<file path="src/rtl/mmc1_config_sequencer.sv">
// MMC1 serial-register programmer: expands one 5-bit register write (or a mapper
// reset) into the mapper's alternating read/write bus-cycle sequence on a generated m2.
module mmc1_config_sequencer #(
  parameter int unsigned HALF = 2
) (
  input  logic       clk,
  input  logic       rst,
  input  logic       cmd_valid,
  output logic       cmd_ready,
  input  logic       cmd_reset,
  input  logic [1:0] cmd_reg,
  input  logic [4:0] cmd_data,
  output logic       done,
  output logic       busy,
  output logic       bus_m2,
  output logic       bus_rw,
  output logic       bus_romsel,
  output logic       bus_a14,
  output logic       bus_a13,
  output logic       bus_d7,
  output logic       bus_d0,
  output logic       bus_d_oe
);

  typedef enum logic [2:0] {
    S_IDLE,
    S_START,
    S_SETUP,
    S_HIGH,
    S_HOLD
  } state_t;

  typedef struct packed {
    logic rw;
    logic romsel;
    logic a14;
    logic a13;
    logic d7;
    logic d0;
    logic d_oe;
  } bus_t;

  localparam bus_t BUS_IDLE = '{rw: 1'b1, romsel: 1'b1, a14: 1'b0, a13: 1'b0,
                                d7: 1'b0, d0: 1'b0, d_oe: 1'b0};
  localparam logic [3:0] PHASE_LAST     = 4'(HALF - 1);
  localparam logic [3:0] IDX_LAST_RESET = 4'd1;
  localparam logic [3:0] IDX_LAST_REG   = 4'd9;

  state_t     r_state;
  logic [3:0] r_cnt;
  logic [3:0] r_idx;
  logic       r_is_reset;
  logic [1:0] r_reg;
  logic [4:0] r_shift;
  bus_t       r_bus;
  logic       r_m2;
  logic       r_ready;
  logic       r_busy;
  logic       r_done;

  logic [3:0] w_next_idx;
  logic       w_last;
  bus_t       w_setup;

  // Bus values for the cycle that starts on the next edge: from START that is
  // cycle 0, from HOLD it is the one after the cycle now finishing.
  // NOTE: every always_comb output gets a default first, so no path can infer a latch.
  always_comb begin
    w_next_idx = (r_state == S_START) ? 4'd0 : r_idx + 4'd1;
    w_last     = (r_idx == (r_is_reset ? IDX_LAST_RESET : IDX_LAST_REG));
    w_setup        = BUS_IDLE;
    w_setup.romsel = 1'b0;
    if (w_next_idx[0]) begin
      w_setup.rw   = 1'b0;
      w_setup.d_oe = 1'b1;
      if (r_is_reset) begin
        w_setup.d7 = 1'b1;
      end else begin
        {w_setup.a14, w_setup.a13} = r_reg;
        w_setup.d0                 = r_shift[0];
      end
    end
  end

  // NOTE: sequential state uses non-blocking assignments only; the reset branch is
  // synchronous and clears every register, since the block has no memories to exempt.
  always_ff @(posedge clk) begin
    if (rst) begin
      r_state    <= S_IDLE;
      r_cnt      <= '0;
      r_idx      <= '0;
      r_is_reset <= 1'b0;
      r_reg      <= '0;
      r_shift    <= '0;
      r_bus      <= BUS_IDLE;
      r_m2       <= 1'b0;
      r_ready    <= 1'b1;
      r_busy     <= 1'b0;
      r_done     <= 1'b0;
    end else begin
      r_done <= 1'b0;
      case (r_state)
        S_IDLE: begin
          if (cmd_valid && r_ready) begin
            r_is_reset <= cmd_reset;
            r_reg      <= cmd_reg;
            r_shift    <= cmd_data;
            r_idx      <= '0;
            r_ready    <= 1'b0;
            r_busy     <= 1'b1;
            r_state    <= S_START;
          end
        end

        S_START: begin
          r_bus   <= w_setup;
          r_idx   <= w_next_idx;
          r_cnt   <= PHASE_LAST;
          r_state <= S_SETUP;
        end

        S_SETUP: begin
          if (r_cnt == '0) begin
            r_m2    <= 1'b1;
            r_cnt   <= PHASE_LAST;
            r_state <= S_HIGH;
          end else begin
            r_cnt <= r_cnt - 4'd1;
          end
        end

        S_HIGH: begin
          if (r_cnt == '0) begin
            r_m2    <= 1'b0;
            r_state <= S_HOLD;
          end else begin
            r_cnt <= r_cnt - 4'd1;
          end
        end

        S_HOLD: begin
          // A finished write consumes one data bit, so r_shift[0] is always the next bit.
          if (r_idx[0]) begin
            r_shift <= {1'b0, r_shift[4:1]};
          end
          if (w_last) begin
            r_bus   <= BUS_IDLE;
            r_done  <= 1'b1;
            r_ready <= 1'b1;
            r_busy  <= 1'b0;
            r_state <= S_IDLE;
          end else begin
            r_bus   <= w_setup;
            r_idx   <= w_next_idx;
            r_cnt   <= PHASE_LAST;
            r_state <= S_SETUP;
          end
        end

        default: r_state <= S_IDLE;
      endcase
    end
  end

  assign cmd_ready  = r_ready;
  assign busy       = r_busy;
  assign done       = r_done;
  assign bus_m2     = r_m2;
  assign bus_rw     = r_bus.rw;
  assign bus_romsel = r_bus.romsel;
  assign bus_a14    = r_bus.a14;
  assign bus_a13    = r_bus.a13;
  assign bus_d7     = r_bus.d7;
  assign bus_d0     = r_bus.d0;
  assign bus_d_oe   = r_bus.d_oe;

endmodule
</file>
<file path="config.mk">
export PLATFORM = sky130hd
export DESIGN_NAME = mmc1_config_sequencer
export DESIGN_NICKNAME = d
export VERILOG_FILES = /design/src/rtl/mmc1_config_sequencer.sv
export SDC_FILE = /design/constraint.sdc
export NUM_CORES = 1
export LEC_CHECK = 0
export ABC_AREA = 1
export CELL_PAD_IN_SITES_DETAIL_PLACEMENT = 1
export CELL_PAD_IN_SITES_GLOBAL_PLACEMENT = 1
export CORE_MARGIN = 5
export CORE_UTILIZATION = 40
export CTS_BUF_LIST = sky130_fd_sc_hd__clkbuf_4 sky130_fd_sc_hd__clkbuf_8
export CTS_CLUSTER_DIAMETER = 150
export DETAILED_ROUTE_END_ITERATION = 10
export GPL_ROUTABILITY_DRIVEN = 0
export PLACE_DENSITY = 0.83
export SLEW_MARGIN = 15
export SYNTH_ARGS = -nofsm -noshare
export SYNTH_HDL_FRONTEND = slang
export SYNTH_SLANG_ARGS = --single-unit
</file>
<file path="constraint.sdc">
create_clock -name clk -period 1.6 [get_ports clk]
set_clock_uncertainty 0.05 [all_clocks]
set_input_delay 0.4 -clock clk [delete_from_list [all_inputs] [get_ports clk]]
set_output_delay 0.4 -clock clk [all_outputs]
set_load 0.01 [all_outputs]
</file>
==> results.toml, run 1 <==
[run_status]
status = "finished, final reports clean"

[yosys]
synth-async-reset-ratio = 0
syn_nets = 213
synth.cell_area_um2 = 1449
synthFlopType = "dfxtp_1"
yosysSeqAreaShare = 0.4145
syn_avg_cell_area_um2 = 7.318
syn_inst = 198
synth_edf_count = 0
synth-seq-cells = 30
yosys_warnings = 0
synth_cell_types = 28

[final_layout]
num_antenna_cells = 0
largest_register = "r_shift"
final_util = 0.5381
largest_register_ffs = 5
layout-drive-gt1-share = 0.1775
area_growth_syn_to_layout_pct = 26.86
finalNetCount = 245
largestRegisters = "r_shift x5, r_cnt x4, r_idx x4"
instances_no_fill = 277
postLayoutCellArea_um2 = 1838
n_fill_cell = 450

[detailed_routing]
route.detailed.drc = 0
first_pass_iters = 5
vias = 1413
viasPerCell = 5.101
wirelength_um = 3936
antenna_left = 0
drtIter0Drc = 45
post_drt_wl_per_cell_um = 14.21

[sta]
fin_crit_sh = 0.9141
max_freq_ghz = 0.6837
final.min_clock_period_ns = 1.463
final_hold_viol_count = 0
relSlewSlack = 0.8023
whs_ns = 0.4137
rsz0062_at_grt = "yes"
worst_pin_slew_ns = 0.2961
finalSetupViolCount = 0
fin_tns_setup_ns = 0
slew_violations = 0

[floorplanning]
fp.dieArea_um2 = 4926
initial_core_util = 0.4242
core_um2 = 3416
die_x_um = 70.19
row_count = 21
floorplan.io_pins = 22
dieHeight_um = 70.19

[power_and_ir_drop]
ir_drop_mv = 0.7608
leakagePower_nw = 0.8258
power_density_nw_per_um2 = 1541

[clocking]
insertion_delay_ns = 0.33
numCtsBuffers = 5
post_cts.repair.setup_buffers = 0
cts_tree = "built"
cts_resized = 12
path_clk_slew_ns = 0.09
clock_sinks = 30
cts_buffer_depth = 2
htree_levels = 2
ctsRootBufferMaster = "clkbuf_4"
cts_hold_buf = 0

[global_routing]
grtUsageTotal = 0.1737
antenna_found_initial = 0
grt_start_max_net_pins = 16
grt_pass1_wl_um = 6796
grt_overflow_total = 0
first_global_vias = 1488

[placed_design]
dp_cells = 269
placed_area_um2 = 1782
dp_hpwl_um = 3145
port_buffers = 21

[critical_path]
required_ns = 1.78
start_kind = "flop"
criticalPathCategory = "reg -> reg"
crit_fanout = 4
endpoint_kind = "flop"
cp.arrival_ns = 1.64

[flow_run]
max-cap-violations = 0

[worst_hold_path]
hp-class = "reg -> reg"
==> Yosys cell counts, types with 2 or more instances <==
cell type  number  area share
ha_1            4       0.035
a21oi_1        17       0.059
inv_2           5       0.013
nand3_1        10       0.035
inv_1          13       0.034
nand4_1         2      0.0086
o21ai_0        11       0.038
nand2_1        46        0.12
nand3_4         3       0.036
clkbuf_1        2      0.0052
nand2_2         3       0.013
dfxtp_1        30        0.41
nand3_2         2       0.014
nor2_2          4       0.017
nor2_1         33       0.085
==> cell usage in the layout (no fill, tap or decap), types with 6 or more instances in the layout <==
cell type,instances
a21oi_1,17
inv_1,13
clkbuf_4,6
nor2_1,32
nand3_1,10
clkdlybuf4s50_1,10
dfxtp_1,30
dlygate4sd2_1,11
o21ai_0,10
nand2_1,46
==> cells by family after synthesis <==
kind of cell | after synthesis | synth area share
AOI/OAI and AO/OA | 32 | 0.1192
xor gates and xnor gates | 1 | 0.006046
and+or+nand+nor | 109 | 0.3644
adders and majority gates | 4 | 0.03454
DFF | 30 | 0.4145
buffers and inverters | 22 | 0.06132
==> routing by layer <==
| metal | GRT usage | wire (µm) |
|---|---|---|
| met2 | 0.3158 | 2079 |
| met3 | 0.04304 | 121 |
| met4 | 0.08723 | 105 |
| met1 | 0.1840 | 1630 |
| met5 | 0 | 0 |
==> area by class of cell <==
class                           instances  area [µm²]  share of cell area
Clock inverter                          1       5.005            0.002723
Inverter                               19       76.32             0.04152
Sequential cell                        30       600.6              0.3268
Multi-Input combinational cell        146       765.7              0.4166
Timing Repair Buffer                   28       274.0              0.1491
Clock buffer                            7       58.81             0.03199
Tap cell                               46       57.56             0.03131
==> power breakdown <==
part	total, mW	switching, mW	internal (mW)
Combinational	1.26	0.788	0.476
Sequential	1.08	0.154	0.926
Clock	0.489	0.260	0.230
==> path summary, 6_finish.rpt <==
path | end | start | slack (ns) | cells past startpoint
setup / recovery | r_idx[3] | r_idx[1] | 0.14 | 9
hold / removal | bus_romsel | bus_romsel | 0.41 | 2
setup reg to reg | r_idx[3] | r_idx[1] | 0.14 | 9
hold reg to reg | bus_romsel | bus_romsel | 0.41 | 2
==> through the flow <==
stage	power (mW)	setup slack, ns
floorplan	1.928	0.2884
global route	3.088	-0.02036
detailed placement	2.385	-0.1797
finish	2.833	0.1374
global placement	2.292	-0.1015
CTS	2.866	0.07099
==> critical path, stage by stage, from the launching register on <==
cell and delay, ns:
dfxtp_1 0.35, inv_1 0.07, ha_1 0.13, inv_1 0.05, nor2_1 0.11, nand3_2 0.15, nor2_2 0.15, nor2_2 0.07
o21ai_0 0.17, nor2_1 0.05
No activity file was read; power rests on OpenSTA's default activity.
==> inputs of run 2 (changes only) <==
--- a/config.mk
+++ b/config.mk
@@ -6,8 +6,10 @@
 export NUM_CORES = 1
 export LEC_CHECK = 0
 export ABC_AREA = 1
+export ABC_CLOCK_PERIOD_IN_PS = 1600
 export CELL_PAD_IN_SITES_DETAIL_PLACEMENT = 1
 export CELL_PAD_IN_SITES_GLOBAL_PLACEMENT = 1
+export CORE_ASPECT_RATIO = 0.8
 export CORE_MARGIN = 5
 export CORE_UTILIZATION = 40
 export CTS_BUF_LIST = sky130_fd_sc_hd__clkbuf_4 sky130_fd_sc_hd__clkbuf_8
==> run 2 against run 1 <==
Clock-buffer cell count up 1. Clock power up 46%. Highest routed layer unchanged. Global-route usage up 0.78 points. Combinational power up 6%. Core utilization up 0.91 points. Register-to-register slack worse by 0.04 ns. Wire length up 3.8%. Non-clock buffer count up 1. Cell count down 1.1%. Flip-flop and latch count unchanged. Via count down 1.1%. First-iteration DRC count down 27%.
==> results.toml, run 2 (same netlist as run 1, synthesis figures left out) <==
[detailed_routing]
route.detailed.drc = 0
viasPerCell = 5.099
antenna_left = 0
drtIter0Drc = 33
first_pass_iters = 4
wirelength_um = 4085
post_drt_wl_per_cell_um = 14.91
vias = 1397

[power_and_ir_drop]
power_density_nw_per_um2 = 1646
ir_drop_mv = 0.7859
leakagePower_nw = 0.8910

[floorplanning]
dieHeight_um = 63.83
core_um2 = 3471
fp.dieArea_um2 = 4933
row_count = 19
floorplan.io_pins = 22
die_x_um = 77.29
initial_core_util = 0.4174

[critical_path]
start_kind = "flop"
crit_family = "simple AND/OR/NAND/NOR gates"
r2r_end = "r_cnt[0]"
endpoint_kind = "flop"
critPathMaxStageDelay_ns = 0.32
cp_common_cell = "nand2_1"
critical_path.cell_chain = "inv_1 -> ha_1 -> nand4_2 -> nand3_4 -> nand2_1 -> nand2_1 -> nor2_1"
required_ns = 1.72
crit_fanout = 6
criticalPathCategory = "reg -> reg"
r2r_cells = 7
reg2reg_slack_ns = 0.10
cp.arrival_ns = 1.62
r2r_start = "r_cnt[0]"
cp_num_buf_inv = 1
slowest_stage = "dfxtp_1"

[worst_hold_path]
min_from = "bus_romsel"
holdPathStages = 2
hold-path-endpoint = "bus_romsel"
hp-class = "reg -> reg"

[final_layout]
layout-drive-gt1-share = 0.1810
area_growth_syn_to_layout_pct = 31.09
largest_register_ffs = 5
num_antenna_cells = 0
largestRegisters = "r_shift x5, r_cnt x4, r_idx x4"
finalNetCount = 246
final_cell_mix = "nand2_1 (46), nor2_1 (32), dfxtp_1 (30), a21oi_1 (17), inv_1 (13)"
largest_register = "r_shift"
layout_commonest_cell = "nand2_1"
final_util = 0.5472

[clocking]
clock_sinks = 30
insertion_delay_ns = 0.28
numCtsBuffers = 5
post_cts.repair.setup_buffers = 0
cts_tree = "built"
htree_levels = 2
path_clk_slew_ns = 0.06
cts_buffer_depth = 2
ctsRootBufferMaster = "clkbuf_8"

[flow_run]
max-cap-violations = 0

[sta]
whs_ns = 0.4018
final.min_clock_period_ns = 1.499
finalSetupViolCount = 0
final_hold_viol_count = 0
fin_tns_setup_ns = 0
slew_violations = 0
max_freq_ghz = 0.6671
fin_crit_sh = 0.9369
rsz0062_at_grt = "yes"
relSlewSlack = 0.7879
worst_pin_slew_ns = 0.3177

[global_routing]
first_global_vias = 1545
grt_pass1_wl_um = 7155
antenna_found_initial = 0
grt_start_max_net_pins = 16
grtUsageTotal = 0.1814
grt_overflow_total = 0

[run_status]
status = "finished, final reports clean"

[placed_design]
port_buffers = 21
dp_hpwl_um = 3158
==> run 2: changes by cell type in the layout (fill, tap and decap cells not counted), moves of 3 or more <==
cell,change
clkbuf_8,+7
clkbuf_4,-6
dlygate4sd2_1,-3
dlymetal6s2s_1,+3
==> run 2: routing by layer <==
metal  vias to the layer above  track usage  share of wire
met5                         -            0              0
met4                         0      0.07082          0.016
met3                         7      0.05337          0.040
met2                        20       0.3151           0.50
met1                       667       0.2101           0.45
li1                        703            -              -
==> run 2: how the worst max path moves through the flow <==
stage,startpoint,to,slack [ns],cells past startpoint
2_1_floorplan,r_idx[0],r_idx[3],0.29,8
3_3_place_gp,cmd_valid,r_shift[2],-0.1,8
3_5_place_dp,cmd_valid,r_shift[0],-0.16,8
4_1_cts,bus_d7,bus_d7,0.002,1
5_1_grt,r_cnt[0],r_cnt[0],-0.04,7
6_report,r_cnt[0],r_cnt[0],0.10,7
==> run 2: area by class of cell <==
type / count / area, µm²
fillers: 440 / 1572
multi-input cells: 146 / 767.0
inverters: 19 / 76.32
clock buffers: 8 / 110.1
flip-flops and latches: 30 / 600.6
repair buffers: 29 / 292.8
well taps: 42 / 52.55
==> run 2: what timing repair did <==
action,CTS,global route
endpoints found under the setup margin,8,7
hold buffers,0,0
resized for setup,8,6
==> run 2: worst register-to-register path, delay by kind of cell, from the launching register on <==
kind | cells | cell delay (ns)
flops | 1 | 0.32
buf+inv | 1 | 0.14
fa+ha+maj | 1 | 0.21
simple gates | 5 | 0.67
==> run 2: where the power goes <==
| group | leakage (nW) | internal [mW] | switching (mW) |
|---|---|---|---|
| clock | 0.0575 | 0.434 | 0.278 |
| sequential | 0.245 | 0.928 | 0.154 |
| combinational | 0.588 | 0.503 | 0.830 |
| total | 0.891 | 1.86 | 1.26 |
==> run 2: metrics by stage <==
| step | total power, mW | worst slack, ns | cell area [µm²] | instances |
|---|---|---|---|---|
| floorplan | 1.928 | 0.2884 | 1449 | 198 |
| detailed placement | 2.434 | -0.1550 | 1784 | 266 |
| CTS | 3.133 | 0.002179 | 1884 | 274 |
| global placement | 2.327 | -0.09891 | 1784 | 266 |
| finish | 3.127 | 0.1009 | 1899 | 274 |
| global route | 3.377 | -0.04031 | 1899 | 274 |
